==> src/rtl/lb_uart_tx_ctrl_param_if.sv <==
// Control/strobe bundle between the UART Tx controller and its host/datapath.
interface lb_uart_tx_ctrl_param_if #(
    parameter int PRESCALE_W = 20
);
    logic                  cs;
    logic                  start;
    logic [4:0]            data_bits;
    logic                  parity_en;
    logic                  stop2;
    logic                  break_req;
    logic [PRESCALE_W-1:0] baud_prescale;
    logic                  load;
    logic                  shift;
    logic                  done;
    logic                  busy;
    logic [1:0]            tx_sel;

    modport master (
        output cs, start, data_bits, parity_en, stop2, break_req, baud_prescale,
        input  load, shift, done, busy, tx_sel
    );

    modport slave (
        input  cs, start, data_bits, parity_en, stop2, break_req, baud_prescale,
        output load, shift, done, busy, tx_sel
    );
endinterface

==> src/rtl/lb_uart_tx_ctrl_param.sv <==
// UART transmit control: baud prescaler, oversample and bit counters, frame FSM
// and line-select/strobe generation for the external Tx shift/parity datapath.
module lb_uart_tx_ctrl_param #(
    parameter int PRESCALE_W    = 20,
    parameter int OVERSAMPLE    = 16,
    parameter int MAX_DATA_BITS = 9
) (
    input  logic                    clk,
    input  logic                    reset,
    lb_uart_tx_ctrl_param_if.slave  bus
);
    localparam int              OS_W    = $clog2(OVERSAMPLE);
    localparam logic [OS_W-1:0] OS_LAST = OS_W'(OVERSAMPLE - 1);
    localparam logic [4:0]      DB_MIN  = 5'd5;
    localparam logic [4:0]      DB_MAX  = 5'(MAX_DATA_BITS);

    typedef enum logic [2:0] {
        S_IDLE,
        S_START,
        S_DATA,
        S_PARITY,
        S_STOP,
        S_BREAK
    } state_t;

    typedef enum logic [1:0] {
        SEL_MARK,
        SEL_SPACE,
        SEL_DATA,
        SEL_PARITY
    } sel_t;

    state_t                state_q, state_d;
    logic [PRESCALE_W-1:0] pcnt_q, pcnt_d;
    logic [OS_W-1:0]       ocnt_q, ocnt_d;
    logic [4:0]            bcnt_q, bcnt_d;
    logic [4:0]            dbits_q;
    logic                  par_q, stop2_q;
    logic                  load_pend_q, load_pend_d;
    logic                  cfg_we;
    logic [4:0]            dbits_clamped;
    logic                  tick, bit_end, run;
    sel_t                  sel;

    assign dbits_clamped = (bus.data_bits < DB_MIN) ? DB_MIN :
                           (bus.data_bits > DB_MAX) ? DB_MAX : bus.data_bits;

    // The prescaler restarts at baud_prescale on acceptance, so the last cycle
    // of each prescale period is the tick and bit periods end on a tick.
    assign tick    = (pcnt_q == '0);
    assign bit_end = tick && (ocnt_q == OS_LAST);
    assign run     = bus.cs && (state_q == S_START || state_q == S_DATA ||
                                state_q == S_PARITY || state_q == S_STOP);

    always_comb begin
        state_d     = state_q;
        pcnt_d      = pcnt_q;
        ocnt_d      = ocnt_q;
        bcnt_d      = bcnt_q;
        load_pend_d = load_pend_q;
        cfg_we      = 1'b0;
        bus.load    = 1'b0;
        bus.shift   = 1'b0;
        bus.done    = 1'b0;
        bus.busy    = (state_q != S_IDLE);
        sel         = SEL_MARK;

        if (run) begin
            if (tick) begin
                pcnt_d = bus.baud_prescale;
                ocnt_d = bit_end ? '0 : ocnt_q + OS_W'(1);
            end else begin
                pcnt_d = pcnt_q - PRESCALE_W'(1);
            end
        end

        unique case (state_q)
            S_IDLE: begin
                if (bus.cs) begin
                    if (bus.break_req) begin
                        state_d = S_BREAK;
                    end else if (bus.start) begin
                        state_d     = S_START;
                        cfg_we      = 1'b1;
                        pcnt_d      = bus.baud_prescale;
                        ocnt_d      = '0;
                        bcnt_d      = '0;
                        load_pend_d = 1'b1;
                    end
                end
            end
            S_START: begin
                sel = SEL_SPACE;
                // load is held pending across cs=0 so it fires exactly once
                if (bus.cs) begin
                    bus.load    = load_pend_q;
                    load_pend_d = 1'b0;
                    if (bit_end) state_d = S_DATA;
                end
            end
            S_DATA: begin
                sel = SEL_DATA;
                if (bus.cs && bit_end) begin
                    bus.shift = 1'b1;
                    if (bcnt_q == dbits_q - 5'd1) begin
                        bcnt_d  = '0;
                        state_d = par_q ? S_PARITY : S_STOP;
                    end else begin
                        bcnt_d = bcnt_q + 5'd1;
                    end
                end
            end
            S_PARITY: begin
                sel = SEL_PARITY;
                if (bus.cs && bit_end) state_d = S_STOP;
            end
            S_STOP: begin
                sel = SEL_MARK;
                if (bus.cs && bit_end) begin
                    if (stop2_q && bcnt_q == '0) begin
                        bcnt_d = 5'd1;
                    end else begin
                        bus.done = 1'b1;
                        bcnt_d   = '0;
                        state_d  = S_IDLE;
                    end
                end
            end
            S_BREAK: begin
                sel = SEL_SPACE;
                if (bus.cs && !bus.break_req) state_d = S_IDLE;
            end
            default: begin
                state_d = S_IDLE;
            end
        endcase

        bus.tx_sel = sel;
    end

    always_ff @(posedge clk or negedge reset) begin
        if (!reset) begin
            state_q     <= S_IDLE;
            pcnt_q      <= '0;
            ocnt_q      <= '0;
            bcnt_q      <= '0;
            load_pend_q <= 1'b0;
        end else begin
            state_q     <= state_d;
            pcnt_q      <= pcnt_d;
            ocnt_q      <= ocnt_d;
            bcnt_q      <= bcnt_d;
            load_pend_q <= load_pend_d;
        end
    end

    always_ff @(posedge clk or negedge reset) begin
        if (!reset) begin
            dbits_q <= DB_MIN;
            par_q   <= 1'b0;
            stop2_q <= 1'b0;
        end else if (cfg_we) begin
            dbits_q <= dbits_clamped;
            par_q   <= bus.parity_en;
            stop2_q <= bus.stop2;
        end
    end
endmodule

==> src/flat_wrapper.sv <==
// flat-port wrapper written by rule: the top's interface ports become plain ports
module lb_uart_tx_ctrl_param_flat 
#(
    parameter int PRESCALE_W    = 20,
    parameter int OVERSAMPLE    = 16,
    parameter int MAX_DATA_BITS = 9
)
  (clk, reset, bus_cs, bus_start, bus_data_bits, bus_parity_en, bus_stop2, bus_break_req, bus_baud_prescale, bus_load, bus_shift, bus_done, bus_busy, bus_tx_sel);
  lb_uart_tx_ctrl_param_if #(.PRESCALE_W(PRESCALE_W)) bus_i ();
  input  logic clk;
  input  logic reset;
  input wire logic [$bits(bus_i.cs)-1:0] bus_cs;
  input wire logic [$bits(bus_i.start)-1:0] bus_start;
  input wire logic [$bits(bus_i.data_bits)-1:0] bus_data_bits;
  input wire logic [$bits(bus_i.parity_en)-1:0] bus_parity_en;
  input wire logic [$bits(bus_i.stop2)-1:0] bus_stop2;
  input wire logic [$bits(bus_i.break_req)-1:0] bus_break_req;
  input wire logic [$bits(bus_i.baud_prescale)-1:0] bus_baud_prescale;
  output wire logic [$bits(bus_i.load)-1:0] bus_load;
  output wire logic [$bits(bus_i.shift)-1:0] bus_shift;
  output wire logic [$bits(bus_i.done)-1:0] bus_done;
  output wire logic [$bits(bus_i.busy)-1:0] bus_busy;
  output wire logic [$bits(bus_i.tx_sel)-1:0] bus_tx_sel;
  assign bus_i.cs = bus_cs;
  assign bus_i.start = bus_start;
  assign bus_i.data_bits = bus_data_bits;
  assign bus_i.parity_en = bus_parity_en;
  assign bus_i.stop2 = bus_stop2;
  assign bus_i.break_req = bus_break_req;
  assign bus_i.baud_prescale = bus_baud_prescale;
  assign bus_load = bus_i.load;
  assign bus_shift = bus_i.shift;
  assign bus_done = bus_i.done;
  assign bus_busy = bus_i.busy;
  assign bus_tx_sel = bus_i.tx_sel;
  lb_uart_tx_ctrl_param #(.PRESCALE_W(PRESCALE_W), .OVERSAMPLE(OVERSAMPLE), .MAX_DATA_BITS(MAX_DATA_BITS)) u_core (.clk(clk), .reset(reset), .bus(bus_i));
endmodule
==> config.mk <==
export PLATFORM = sky130hd
export DESIGN_NAME = lb_uart_tx_ctrl_param_flat
export DESIGN_NICKNAME = d
export VERILOG_FILES = /design/src/rtl/lb_uart_tx_ctrl_param_if.sv /design/src/rtl/lb_uart_tx_ctrl_param.sv /design/src/flat_wrapper.sv
export SDC_FILE = /design/constraint.sdc
export NUM_CORES = 1
export LEC_CHECK = 0
export BUFFER_PORTS_ARGS = -buffer_cell sky130_fd_sc_hd__buf_2
export CORE_ASPECT_RATIO = 0.5
export CORE_UTILIZATION = 40
export DETAILED_ROUTE_END_ITERATION = 12
export HOLD_SLACK_MARGIN = 0.02
export PLACE_DENSITY = 0.71
export SYNTH_ARGS = -nofsm -noshare
export SYNTH_HDL_FRONTEND = slang
export SYNTH_SLANG_ARGS = --single-unit
==> constraint.sdc <==
create_clock -name clk -period 3.9 [get_ports clk]
set_input_delay 0.585 -clock clk [delete_from_list [all_inputs] [get_ports clk]]
set_output_delay 0.585 -clock clk [all_outputs]
set_load 0.05 [all_outputs]
==> out/metrics.yaml, run 1 <==
status: "finished, final reports clean"
placed_cell_area_um2: 2700
clockBufferDepth: 2
cts_setup_buffers: 0
slew_headroom: 0.396
power_density_nw_per_um2: 404
final_hold_viol_count: 0
dieWidth_um: 113
synth-warning-count: 0
clock_skew_ns: 0.00483
postLayoutCoreUtil: 0.498
grt_pass1_wl_mm: 9.23
die_y_um: 57.6
drive_gt1_frac: 0.200
pwr-share-seq: 0.471
num_antenna_cells: 0
synth_edf_count: 0
synthArstFlopShare: 1.00
hold_class: "primary input to async pin"
placementRows: 19
cts_tree: "done"
syn_area_per_cell_um2: 8.81
nets: 352
synth_top_area_share: 0.384
fin_setup_tns_ns: 0
overflow: 0
dp_slack_ns: 1.05
vias: 2138
rsz0062_at_grt: "no"
drv_cap: 0
grt_max_degree: 41
worstSetupPathType: "register to output pin"
yosys.area.top_type: "dfrtp_1"
coreArea_um2: 5730
p_leak_nw: 1.28
ir_drop_uv: 232
layout_commonest_cell: "nor2_1"
cellInternalPower_mw: 0.820
critPathArrivalTime_ns: 2.60
switching_share: 0.288
synth_cells: 281
viasPerCell: 5.36
period_needed_ns: 3.18
wire_per_inst_um: 13.8
drc: 0
p_comb_frac: 0.172
post-route-period-util: 0.816
antenna_found_initial: 0
drv_slew: 0
synth-seq-area-share: 0.405
drtIter0Drc: 68
worst_pin_slew_ns: 0.906
ys_top_cells_by_area: "dfrtp_1 38%, nor2_1 6.5%, xnor2_1 5.3%, a21oi_1 4.9%, ha_1 3.0%"
synth_seq_cells: 40
tritoncts.num_buffers: 5
synth_flop_cell: "dfrtp_1"
cts.sinks: 40
p_clk_frac: 0.357
gp_congestion: 0.814
num_io_pins: 38
syn_nets: 319
grt_usage: 0.178
root_buffer: "clkbuf_16"
mostFrequentLayoutCells: "43 x nor2_1, 38 x dfrtp_1, 37 x buf_2, 24 x a21oi_1, 19 x nand2_1"
first_pass_iters: 4
clock_latency_ns: 0.28
area_growth_pct: 15.2
setup_viol: 0
finalWirelength_mm: 5.52
p_switching_mw: 0.332
worst_slack_ns: 0.719
hold_slack_ns: 0.437
synth_area_um2: 2480
max_freq_mhz: 314
grt_pass1_vias: 2153
place_hpwl_mm: 3.92
htree_levels: 2
ctsHoldBuffers: 0
initial_core_util: 0.432
ant_nets: 0
cp-start-kind: "register"
yosysUniqueCellTypes: 55
worst_ep_required_time_ns: 3.31
dieArea_um2: 6530
post_cts_resized: 0
io_buffers: 37
end_kind: "output pin"
path_clk_slew_ns: 0.06
cp_max_fo: 4
design_area_um2: 2850
==> final timing paths <==
check,startpoint,slack (ns),to,cells after the start
worst max-delay path,u_core.pcnt_q[0],0.72,bus_done,7
worst min-delay path,reset,0.44,u_core.pcnt_q[14],1
worst max register to register,u_core.pcnt_q[0],1.22,u_core.bcnt_q[4],8
worst min register to register,u_core.dbits_q[4],0.52,u_core.dbits_q[4],1
max in group asynchronous,reset,2.90,u_core.ocnt_q[2],1
min in group clk,bus_parity_en,0.50,u_core.par_q,3
==> layout make-up <==
cell class / instances / area [um2]
Multi-Input combinational cell: 214 / 1350
Inverter: 15 / 56.3
Sequential cell: 40 / 1000
Tap cell: 84 / 105
Clock inverter: 2 / 10.0
Timing Repair Buffer: 38 / 193
Fill cell: 562 / 2880
Clock buffer: 6 / 139
==> kinds of logic (layout without fill, tap and decap cells) <==
| group | Yosys count | in the layout | share of synthesized area |
|---|---|---|---|
| compound gates | 61 | 61 | 0.158 |
| xor+xnor | 21 | 21 | 0.0743 |
| fa+ha+maj | 6 | 6 | 0.0303 |
| buf+inv | 27 | 61 | 0.0520 |
| flops | 40 | 40 | 0.405 |
| mux | 7 | 7 | 0.0308 |
| simple gates | 119 | 119 | 0.249 |
==> Yosys cell counts (all sizes together), types with 3 or more instances <==
| library cell | instances |
|---|---|
| nor2 | 43 |
| dfrtp | 38 |
| a21oi | 24 |
| nand2 | 21 |
| inv | 15 |
| xnor2 | 15 |
| nand3 | 12 |
| nor3 | 10 |
| o21ai | 10 |
| buf | 7 |
| nor4 | 7 |
| ha | 6 |
| o22ai | 6 |
| or3 | 6 |
| xor2 | 6 |
| and3 | 5 |
| clkbuf | 5 |
| mux2i | 5 |
| a31oi | 4 |
| a22o | 3 |
==> registers in the layout (all words and copies together), names as in the netlist <==
signal	flops
u_core.pcnt_q	20
u_core.bcnt_q	5
u_core.dbits_q	5
u_core.ocnt_q	4
u_core.state_q	3
u_core.load_pend_q	1
u_core.par_q	1
u_core.stop2_q	1
==> worst max-delay path, stage by stage, from the launching register on <==
cell and delay, ns:
dfrtp_1 0.41, inv_1 0.11, ha_1 0.16, or3b_2 0.49, nor4_4 0.21, nand3_1 0.23
a2111oi_1 0.38, buf_2 0.33
==> metal layers <==
metal | track usage | routed length, um
met5 | 0 | 0
met4 | 0.0470 | 30
met3 | 0.0408 | 176
met2 | 0.316 | 2660
met1 | 0.224 | 2650
==> power groups by stage <==
stage	Clock, mW	Sequential, mW	Combinational (mW)
CTS	0.419	0.540	0.199
floorplan	0	0.533	0.141
global placement	0	0.541	0.188
global route	0.439	0.551	0.218
detailed placement	0	0.547	0.197
finish	0.411	0.543	0.198
==> per-stage QoR <==
| step | instances | power [mW] |
|---|---|---|
| 6_report | 399 | 1.15 |
| 5_1_grt | 399 | 1.21 |
| 4_1_cts | 399 | 1.16 |
| 3_5_place_dp | 391 | 0.744 |
| 3_3_place_gp | 391 | 0.729 |
| 2_1_floorplan | 281 | 0.674 |
No activity file was read; power rests on OpenSTA's default activity.
==> run 2: changes to the inputs <==
--- a/config.mk
+++ b/config.mk
@@ -5,12 +5,13 @@
 export SDC_FILE = /design/constraint.sdc
 export NUM_CORES = 1
 export LEC_CHECK = 0
+export ABC_AREA = 1
 export BUFFER_PORTS_ARGS = -buffer_cell sky130_fd_sc_hd__buf_2
 export CORE_ASPECT_RATIO = 0.5
 export CORE_UTILIZATION = 40
 export DETAILED_ROUTE_END_ITERATION = 12
 export HOLD_SLACK_MARGIN = 0.02
-export PLACE_DENSITY = 0.71
+export PLACE_DENSITY = 0.7
 export SYNTH_ARGS = -nofsm -noshare
 export SYNTH_HDL_FRONTEND = slang
 export SYNTH_SLANG_ARGS = --single-unit
==> constraint.sdc (replaced) <==
create_clock -name clk -period 3.2 [get_ports clk]
set_input_delay 0.48 -clock clk [delete_from_list [all_inputs] [get_ports clk]]
set_output_delay 0.48 -clock clk [all_outputs]
set_load 0.05 [all_outputs]
==> run 2 against run 1 <==
Net effect:
- register-to-register slack about the same
- sequential cell count unchanged
- sequential share of layout area down 4.6 points
- count of clock-buffer cells in the layout increased by 2
- clock power grew 17%
- critical endpoint unchanged
- largest power group is now combinational cells
==> out/metrics.yaml, run 2 <==
critPathArrivalTime_ns: 1.94
synth_commonest_cells: "121 x nand2_1, 59 x nor2_1, 46 x inv_1"
p_leak_nw: 1.63
place_hpwl_mm: 4.92
placementRows: 21
postLayoutCoreUtil: 0.479
clock_skew_ns: 0.00441
synthArstFlopShare: 1.00
syn_area_per_cell_um2: 6.86
worst_pin_slew_ns: 0.906
end_kind: "output pin"
grt_usage: 0.189
synth_edf_count: 0
area_growth_pct: 13.4
place_inst: 544
crit_start: "u_core.pcnt_q[0]"
max_flop_register: "u_core.pcnt_q"
root_buffer: "clkbuf_16"
synth-seq-area-share: 0.347
r2r_end: "u_core.pcnt_q[6]"
num_antenna_cells: 0
total_power_mw: 2.71
die_y_um: 62.1
worst_slack_ns: 0.781
cts_setup_buffers: 0
drtIter0Drc: 157
dp_slack_ns: 1.07
grt_pass1_wl_mm: 11.2
synth-warning-count: 0
design_area_um2: 3280
num_io_pins: 38
ant_nets: 0
ctsHoldBuffers: 0
clock_latency_ns: 0.28
clockBufferDepth: 2
yosys.area.top_type: "dfrtp_1"
ys_top_cells_by_area: "dfrtp_1 33%, nand2_1 16%, nor2_1 7.7%, inv_1 6.0%, nand3_1 5.2%"
dieWidth_um: 122
dieArea_um2: 7590
status: "finished, final reports clean"
drv_slew: 0
ir_drop_uv: 300
nets: 497
vias: 2683
gp_congestion: 0.867
largest_reg_flops: 20
synth_flop_cell: "dfrtp_1"
finalWirelength_mm: 6.58
wire_per_inst_um: 11.9
power_density_nw_per_um2: 828
cp_max_fo: 4
overflow: 0
worst_ep_required_time_ns: 2.72
cts_tree: "done"
first_pass_iters: 4
htree_levels: 2
fin_setup_tns_ns: 0
viasPerCell: 4.86
r2r_cells: 10
path_clk_slew_ns: 0.06
tritoncts.num_buffers: 5
io_buffers: 37
cts.sinks: 40
r2r-start: "u_core.state_q[2]"
synth_seq_cells: 40
r2r_setup_slack_ns: 1.23
max_freq_mhz: 413
synth_cells: 421
post-route-period-util: 0.756
crit_end: "bus_done"
post_cts_resized: 0
fillers: 703
drc: 0
initial_core_util: 0.423
hold_class: "primary input to async pin"
slew_headroom: 0.396
placed_cell_area_um2: 3140
antenna_found_initial: 0
coreArea_um2: 6830
drive_gt1_frac: 0.176
syn_nets: 459
synth_area_um2: 2890
hold_slack_ns: 0.334
mostFrequentLayoutCells: "121 x nand2_1, 59 x nor2_1, 46 x inv_1, 38 x dfrtp_1, 37 x buf_2"
cp-start-kind: "register"
rsz0062_at_grt: "no"
grt_pass1_vias: 2441
synth_top_area_share: 0.329
period_needed_ns: 2.42
yosysMostFrequentCell: "nand2_1"
largest_registers: "u_core.pcnt_q: 20 flops, u_core.bcnt_q: 5 flops, u_core.dbits_q: 5 flops"
layout_commonest_cell: "nand2_1"
worstSetupPathType: "register to output pin"
drv_cap: 0
yosysUniqueCellTypes: 37
finalNonFillerCells: 552
final_hold_viol_count: 0
grt_max_degree: 41
setup_viol: 0
run 2: changes by cell type after synthesis, sizes merged, moves of 5 or more:
cell / previous run / this run
o21ai: 10 / 27
nor2: 43 / 72
nand3: 12 / 32
mux2i: 5 / 0
nand2: 21 / 129
xnor2: 15 / 2
nor4: 7 / 0
and3: 5 / 0
inv: 15 / 51
xor2: 6 / 12
o22ai: 6 / 0
or3: 6 / 0
clkbuf: 5 / 0
run 2: logic make-up after synthesis:
logic type	after synthesis	synth area share
simple gates	249	0.386
fa+ha+maj	6	0.0260
xor+xnor	14	0.0424
buf+inv	58	0.0888
flops	40	0.347
compound gates	54	0.109
run 2: final cells by class:
class / count / area, um2 / area share
Tap cell: 92 / 115 / 0.0351
Sequential cell: 40 / 1000 / 0.306
Inverter: 51 / 199 / 0.0607
Timing Repair Buffer: 38 / 193 / 0.0588
Multi-Input combinational cell: 323 / 1630 / 0.497
Clock buffer: 8 / 136 / 0.0416
run 2: worst max-delay path, cell delays in order (launching register included):
cell and delay [ns]:
dfrtp_1 0.39, inv_1 0.10, ha_1 0.19, nand3_1 0.08
nor2_1 0.10, nand2_1 0.09, nor2_4 0.15, nand3_2 0.13
nor3_1 0.15, buf_2 0.29
run 2: power by group:
group          internal (mW)  total (mW)  leakage [nW]  switching [mW]
Combinational          0.457        1.32          1.07           0.859
Sequential             0.714       0.914         0.496           0.200
Clock                  0.290       0.482        0.0652           0.191
Total                   1.46        2.71          1.63            1.25
run 2: layer usage:
layer | vias to the layer above | share of wire | track usage
met5 | - | 0 | 0
met4 | 0 | 0.0044 | 0.0261
met3 | 4 | 0.034 | 0.0411
met2 | 44 | 0.44 | 0.320
met1 | 1224 | 0.52 | 0.260
li1 | 1411 | - | -
run 2: how the worst min path moves through the flow:
stage,startpoint,endpoint,cells after the start
after floorplan,reset,u_core.bcnt_q[0],0
after global placement,u_core.stop2_q,u_core.stop2_q,2
after detailed placement,u_core.stop2_q,u_core.stop2_q,2
after CTS,reset,u_core.pcnt_q[13],1
after global routing,reset,u_core.pcnt_q[13],1
final,reset,u_core.pcnt_q[13],1
